<file path="src/rtl/bids22_round_sequencer.sv">
// bids22_round_sequencer
//   Drives the bids22 configuration port through one auction round:
//   config loads -> Lock -> C_start for round_len cycles -> wait roundOver
//   -> Unlock -> done pulse.
// Ports:
//   clk, reset_n              clock, async active-low reset
//   go, abort                 sequence start / early termination
//   cfg_*, round_len          configuration, snapshotted on accepted go
//   ready, roundOver, err     status from the auction unit
//   C_op, C_data, C_start     configuration port to the auction unit
//   busy, done, fail,         sequence status
//   last_err, phase
module bids22_round_sequencer #(
   parameter int ROUND_W       = 16,
   parameter int DRAIN_TIMEOUT = 8
) (
   input  logic               clk,
   input  logic               reset_n,
   input  logic               go,
   input  logic               abort,
   input  logic [31:0]        cfg_xval,
   input  logic [31:0]        cfg_yval,
   input  logic [31:0]        cfg_zval,
   input  logic [2:0]         cfg_mask,
   input  logic [31:0]        cfg_timer,
   input  logic [31:0]        cfg_cost,
   input  logic [31:0]        cfg_key,
   input  logic [ROUND_W-1:0] round_len,
   input  logic               ready,
   input  logic               roundOver,
   input  logic [1:0]         err,
   output logic [3:0]         C_op,
   output logic [31:0]        C_data,
   output logic               C_start,
   output logic               busy,
   output logic               done,
   output logic               fail,
   output logic [1:0]         last_err,
   output logic [2:0]         phase
);

   localparam int TW = $clog2(DRAIN_TIMEOUT + 1);

   typedef enum logic [2:0] {
      S_IDLE   = 3'd0,
      S_CONFIG = 3'd1,
      S_LOCK   = 3'd2,
      S_ROUND  = 3'd3,
      S_DRAIN  = 3'd4,
      S_UNLOCK = 3'd5,
      S_DONE   = 3'd6
   } state_t;

   typedef enum logic [3:0] {
      OP_NOOP   = 4'd0,
      OP_UNLOCK = 4'd1,
      OP_LOCK   = 4'd2,
      OP_LOADX  = 4'd3,
      OP_LOADY  = 4'd4,
      OP_LOADZ  = 4'd5,
      OP_MASK   = 4'd6,
      OP_TIMER  = 4'd7,
      OP_CHARGE = 4'd8
   } op_t;

   state_t             r_state;
   logic [2:0]         r_step;   // number of CONFIG/LOCK ops already issued
   logic [ROUND_W-1:0] r_cnt;
   logic [TW-1:0]      r_tmo;
   logic               r_fail;
   logic [31:0]        r_x, r_y, r_z, r_timer, r_cost, r_key;
   logic [2:0]         r_mask;
   logic [ROUND_W-1:0] r_len;

   logic [31:0]        w_x, w_y, w_z, w_timer, w_cost, w_key;
   logic [2:0]         w_mask;
   op_t                w_op;
   logic [31:0]        w_data;

   assign phase = r_state;

   // The first op goes out on the same edge that accepts go, so in IDLE
   // the op data comes straight from the cfg inputs instead of the snapshot.
   always_comb begin
      w_x     = r_x;
      w_y     = r_y;
      w_z     = r_z;
      w_mask  = r_mask;
      w_timer = r_timer;
      w_cost  = r_cost;
      w_key   = r_key;
      if (r_state == S_IDLE) begin
         w_x     = cfg_xval;
         w_y     = cfg_yval;
         w_z     = cfg_zval;
         w_mask  = cfg_mask;
         w_timer = cfg_timer;
         w_cost  = cfg_cost;
         w_key   = cfg_key;
      end
      w_op   = OP_NOOP;
      w_data = '0;
      case (r_step)
         3'd0: begin w_op = OP_LOADX;  w_data = w_x;             end
         3'd1: begin w_op = OP_LOADY;  w_data = w_y;             end
         3'd2: begin w_op = OP_LOADZ;  w_data = w_z;             end
         3'd3: begin w_op = OP_MASK;   w_data = {29'b0, w_mask}; end
         3'd4: begin w_op = OP_TIMER;  w_data = w_timer;         end
         3'd5: begin w_op = OP_CHARGE; w_data = w_cost;          end
         3'd6: begin w_op = OP_LOCK;   w_data = w_key;           end
         default: ;
      endcase
   end

   always_ff @(posedge clk or negedge reset_n) begin
      if (!reset_n) begin
         r_state  <= S_IDLE;
         r_step   <= '0;
         r_cnt    <= '0;
         r_tmo    <= '0;
         r_fail   <= 1'b0;
         r_x      <= '0;
         r_y      <= '0;
         r_z      <= '0;
         r_mask   <= '0;
         r_timer  <= '0;
         r_cost   <= '0;
         r_key    <= '0;
         r_len    <= '0;
         C_op     <= '0;
         C_data   <= '0;
         C_start  <= 1'b0;
         busy     <= 1'b0;
         done     <= 1'b0;
         fail     <= 1'b0;
         last_err <= '0;
      end else begin
         C_op   <= OP_NOOP;
         C_data <= '0;
         done   <= 1'b0;
         if (r_state != S_IDLE && abort) r_fail <= 1'b1;
         case (r_state)
            S_IDLE: begin
               C_start <= 1'b0;
               if (go) begin
                  r_x      <= cfg_xval;
                  r_y      <= cfg_yval;
                  r_z      <= cfg_zval;
                  r_mask   <= cfg_mask;
                  r_timer  <= cfg_timer;
                  r_cost   <= cfg_cost;
                  r_key    <= cfg_key;
                  r_len    <= round_len;
                  r_fail   <= 1'b0;
                  last_err <= '0;
                  busy     <= 1'b1;
                  r_state  <= S_CONFIG;
                  if (ready) begin
                     C_op   <= w_op;
                     C_data <= w_data;
                     r_step <= 3'd1;
                  end
               end
            end
            S_CONFIG, S_LOCK: begin
               if (err != 2'b00) begin
                  last_err <= err;
                  r_fail   <= 1'b1;
                  fail     <= 1'b1;
                  done     <= 1'b1;
                  r_state  <= S_DONE;
               end else if (abort) begin
                  fail    <= 1'b1;
                  done    <= 1'b1;
                  r_state <= S_DONE;
               end else if (r_step == 3'd7) begin
                  // Lock was presented during this cycle
                  C_start <= 1'b1;
                  r_cnt   <= (r_len == '0) ? ROUND_W'(1) : r_len;
                  r_state <= S_ROUND;
               end else begin
                  r_state <= (r_step == 3'd6) ? S_LOCK : S_CONFIG;
                  if (ready) begin
                     C_op   <= w_op;
                     C_data <= w_data;
                     r_step <= r_step + 3'd1;
                  end
               end
            end
            S_ROUND: begin
               if (abort || r_cnt == ROUND_W'(1)) begin
                  C_start <= 1'b0;
                  r_tmo   <= '0;
                  r_state <= S_DRAIN;
               end else begin
                  r_cnt <= r_cnt - ROUND_W'(1);
               end
            end
            S_DRAIN: begin
               if (roundOver || r_tmo == TW'(DRAIN_TIMEOUT - 1)) begin
                  if (!roundOver) r_fail <= 1'b1;
                  C_op    <= OP_UNLOCK;
                  C_data  <= r_key;
                  r_state <= S_UNLOCK;
               end else begin
                  r_tmo <= r_tmo + TW'(1);
               end
            end
            S_UNLOCK: begin
               done    <= 1'b1;
               fail    <= r_fail | abort;
               r_state <= S_DONE;
            end
            S_DONE: begin
               busy    <= 1'b0;
               fail    <= 1'b0;
               r_step  <= '0;
               r_state <= S_IDLE;
            end
            default: r_state <= S_IDLE;
         endcase
      end
   end

endmodule

</file>
<file path="config.mk">
export PLATFORM = sky130hd
export DESIGN_NAME = bids22_round_sequencer
export DESIGN_NICKNAME = d
export VERILOG_FILES = /design/src/rtl/bids22_round_sequencer.sv
export SDC_FILE = /design/constraint.sdc
export NUM_CORES = 1
export LEC_CHECK = 0
export CAP_MARGIN = 20
export CORE_MARGIN = 2
export CORE_UTILIZATION = 39
export DETAILED_ROUTE_END_ITERATION = 6
export GPL_TIMING_DRIVEN = 0
export PLACE_DENSITY_LB_ADDON = 0.12
export SLEW_MARGIN = 20
export SYNTH_ARGS = -nofsm -noshare
export SYNTH_HDL_FRONTEND = slang
export SYNTH_SLANG_ARGS = --single-unit
</file>
<file path="constraint.sdc">
create_clock -name clk -period 3.5 [get_ports clk]
set_clock_uncertainty 0.1 [all_clocks]
set_input_delay 0.525 -clock clk [delete_from_list [all_inputs] [get_ports clk]]
set_output_delay 0.525 -clock clk [all_outputs]
set_load 0.005 [all_outputs]
</file>
==> impl_metrics.tcl <==
set metrics [dict create \
    dieArea_um2 39030 \
    totalWireLength_mm 59.04 \
    p_per_area_nw_per_um2 804.5 \
    async_reset_ff_share_pct 100.0 \
    multi_input_area_um2 6984 \
    fin_cells 2519 \
    synthCells 1722 \
    syn-mean-instance-area_um2 8.484 \
    hold_path_class "in -> async" \
    synth_cell_type_count 68 \
    final_layout_size_suffix_gt1_share_pct 7.899 \
    syn_area_um2 14610 \
    worst_slew_pin_slew_ns 0.9220 \
    slew_violations 0 \
    yosysWarnings 0 \
    slowest_stage "buf_1" \
    syn-num-nets 1950 \
    n_antenna_cell 0 \
    grt_util_all_layers_pct 30.07 \
    grt_pass1_vias 14380 \
    violations "design-rule violations" \
    path_cells "inv_1 -> ha_1 -> clkbuf_1 -> nor2b_1 -> clkbuf_1 -> buf_1 -> o211ai_1 -> a41oi_1" \
    drtIter0Drc 1853 \
    relSlewSlack_pct 38.54 \
    fin_crit_ns 3.368 \
    status "finished, violations left" \
    rsz0062_at_grt "no" \
    start_util_pct 39.72 \
    port_buffers 263 \
    cts_tree "done" \
    final-setup-viol-count 0 \
    period_share_pct 96.24 \
    ant_nets 0 \
    hpwlAfterDp_mm 42.47 \
    vias_per_cell 5.840 \
    synth_top_area_share_pct 47.96 \
    max_cap_viol_count 0 \
    cts.htree.levels 2 \
    synth-edff-count 0 \
    cts_buffers 35 \
    nets 2254 \
    fin_tns_setup_ns 0 \
    finalHoldViolations 0 \
    dp.cells 2456 \
    fill_cells 3462 \
    leakagePower_uw 0.008620 \
    ys.flop_type "dfrtp_1" \
    antenna_found_initial 1 \
    synth_area_leader_cell "dfrtp_1" \
    cts_setup_buffers 0 \
    cpMostUsedCell "clkbuf_1" \
    cts.clk_slew.worst_paths_ns 0.06 \
    cp.required_ns 3.80 \
    endpoint_kind "flop" \
    fp.dieH_um 197.6 \
    crit_type "reg -> reg" \
    critPathArrivalTime_ns 3.66 \
    synth_common_cells "nand2_1 (723), dfrtp_1 (280), a21oi_1 (95)" \
    clkSinkCount 280 \
    ys_top_cells_by_area "dfrtp_1 (48%), nand2_1 (19%), a21oi_1 (3.3%), mux2_2 (2.8%), o211ai_1 (2.3%)" \
    clk_latency_ns 0.54 \
    seq_area_um2 7007 \
    fmax_mhz 296.9 \
    hold_ws_ns 0.3411 \
    ys_ff_latch 280 \
    gp_congestion 0.8725 \
    grt_max_degree 91 \
    dr.pass1.iters 7 \
    grt_pass1_wl_mm 87.83 \
    drc_errors 3 \
    chipWidth_um 197.6 \
    area_delta_synth_final_pct 30.68 \
    p_total_uw 15360 \
    rows 70 \
    yosysMostFrequentCell "nand2_1" \
    clock_path_buffers 3 \
    cp_slowest_stage_delay_ns 0.61 \
    worst_ir_drop_vdd_mv 0.3307 \
    routedWlPerCell_um 23.44 \
    num_vias 14710 \
    start_kind "flop" \
    grt_overflow 0 \
    yosysSeqAreaShare_pct 47.96 \
    coreArea_um2 36790 \
    clock-root-buffer "clkbuf_16" \
    worst-path-max-fanout 10 \
    ios 264 \
]
[registers in the layout, summed over array words and instances, names as in the netlist, 32 cells and up]
signal / flops
r_x: 32
r_z: 32
r_timer: 32
C_data: 32
r_cost: 32
r_y: 32
r_key: 32
[worst max-delay path, delay by kind of cell, from the launching register on]
kind                       cells  cell delay, ns
buffers and inverters          4            1.75
AOI/OAI and AO/OA              2            0.56
DFF                            1            0.40
adders and majority gates      1            0.23
and+or+nand+nor                1            0.21
[placed cells by master, fill, tap and decap left out, types with 10 or more instances in the layout]
master and instances:
a21oi_1 95, o21ai_0 25, a41oi_1 16, o211a_1 21, mux2_2 36, a22oi_1 31
a22o_1 11, nor2_1 32, clkdlybuf4s50_1 262, dfrtp_1 280, a31oi_1 33, a222oi_1 22
mux2i_1 16, clkbuf_16 37, o211ai_1 45, o21ai_1 15, a221oi_1 13, nand2_1 723
and3_1 26, inv_1 10, clkbuf_1 86, nand3_1 10, buf_2 39
[what timing repair did]
action | CTS | global route
resized for setup | 0 | 4
hold buffers | 1 | 0
setup endpoints to repair | 0 | 6
hold endpoints to repair | 21 | 0
[stage by stage]
| stage | util (%) | area [um2] | worst slack (ns) |
|---|---|---|---|
| floorplan | - | 14610 | 1.276 |
| global placement | 48.47 | 17830 | -11.13 |
| detailed placement | 48.70 | 17920 | 0.1596 |
| CTS | 51.90 | 19090 | 0.1579 |
| global route | 51.90 | 19090 | 0.003414 |
| finish | 51.90 | 19090 | 0.1318 |
[power by group]
part | internal, uW | leakage (uW) | switching [uW]
Clock | 2250 | 0.000571 | 1460
Sequential | 4630 | 0.00354 | 1020
Combinational | 2310 | 0.00451 | 3690
Total | 9190 | 0.00862 | 6170
[cells by family (layout without fill, tap and decap cells)]
group	after synthesis	count (layout)	synth area share (%)
mux	52	52	3.871
fa+ha+maj	9	9	0.7708
xor+xnor	1	1	0.05996
flops	280	280	47.96
compound gates	391	391	19.47
simple gates	848	848	23.64
buf+inv	141	470	4.239
[layout make-up]
cell class / instances / area share, %
flip-flops and latches: 280 / 36.70
multi-input cells: 1301 / 36.58
repair buffers: 267 / 14.30
clock buffers: 53 / 5.583
well taps: 468 / 3.067
plain buffers: 131 / 3.054
clock inverters: 9 / 0.5242
inverters: 10 / 0.1966
[path summary, 6_finish.rpt]
kind	from	depth (start not counted)	slack [ns]	endpoint
max in group asynchronous	reset_n	4	1.80	r_z[11]
min	reset_n	2	0.34	r_len[9]
min reg2reg	r_timer[11]	2	0.37	r_timer[11]
min in group clk	r_timer[11]	2	0.37	r_timer[11]
max reg2reg	r_step[0]	8	0.13	C_data[4]
max	r_step[0]	8	0.13	C_data[4]
[metal layers]
| layer | global-route usage [%] | routed length [um] | vias to the layer above |
|---|---|---|---|
| li1 | - | - | 6605 |
| met1 | 41.85 | 24520 | 7086 |
| met2 | 44.41 | 25860 | 881 |
| met3 | 6.095 | 5894 | 138 |
| met4 | 15.18 | 2747 | 2 |
| met5 | 0 | 12 | - |
(Power assumes the default switching activity.)
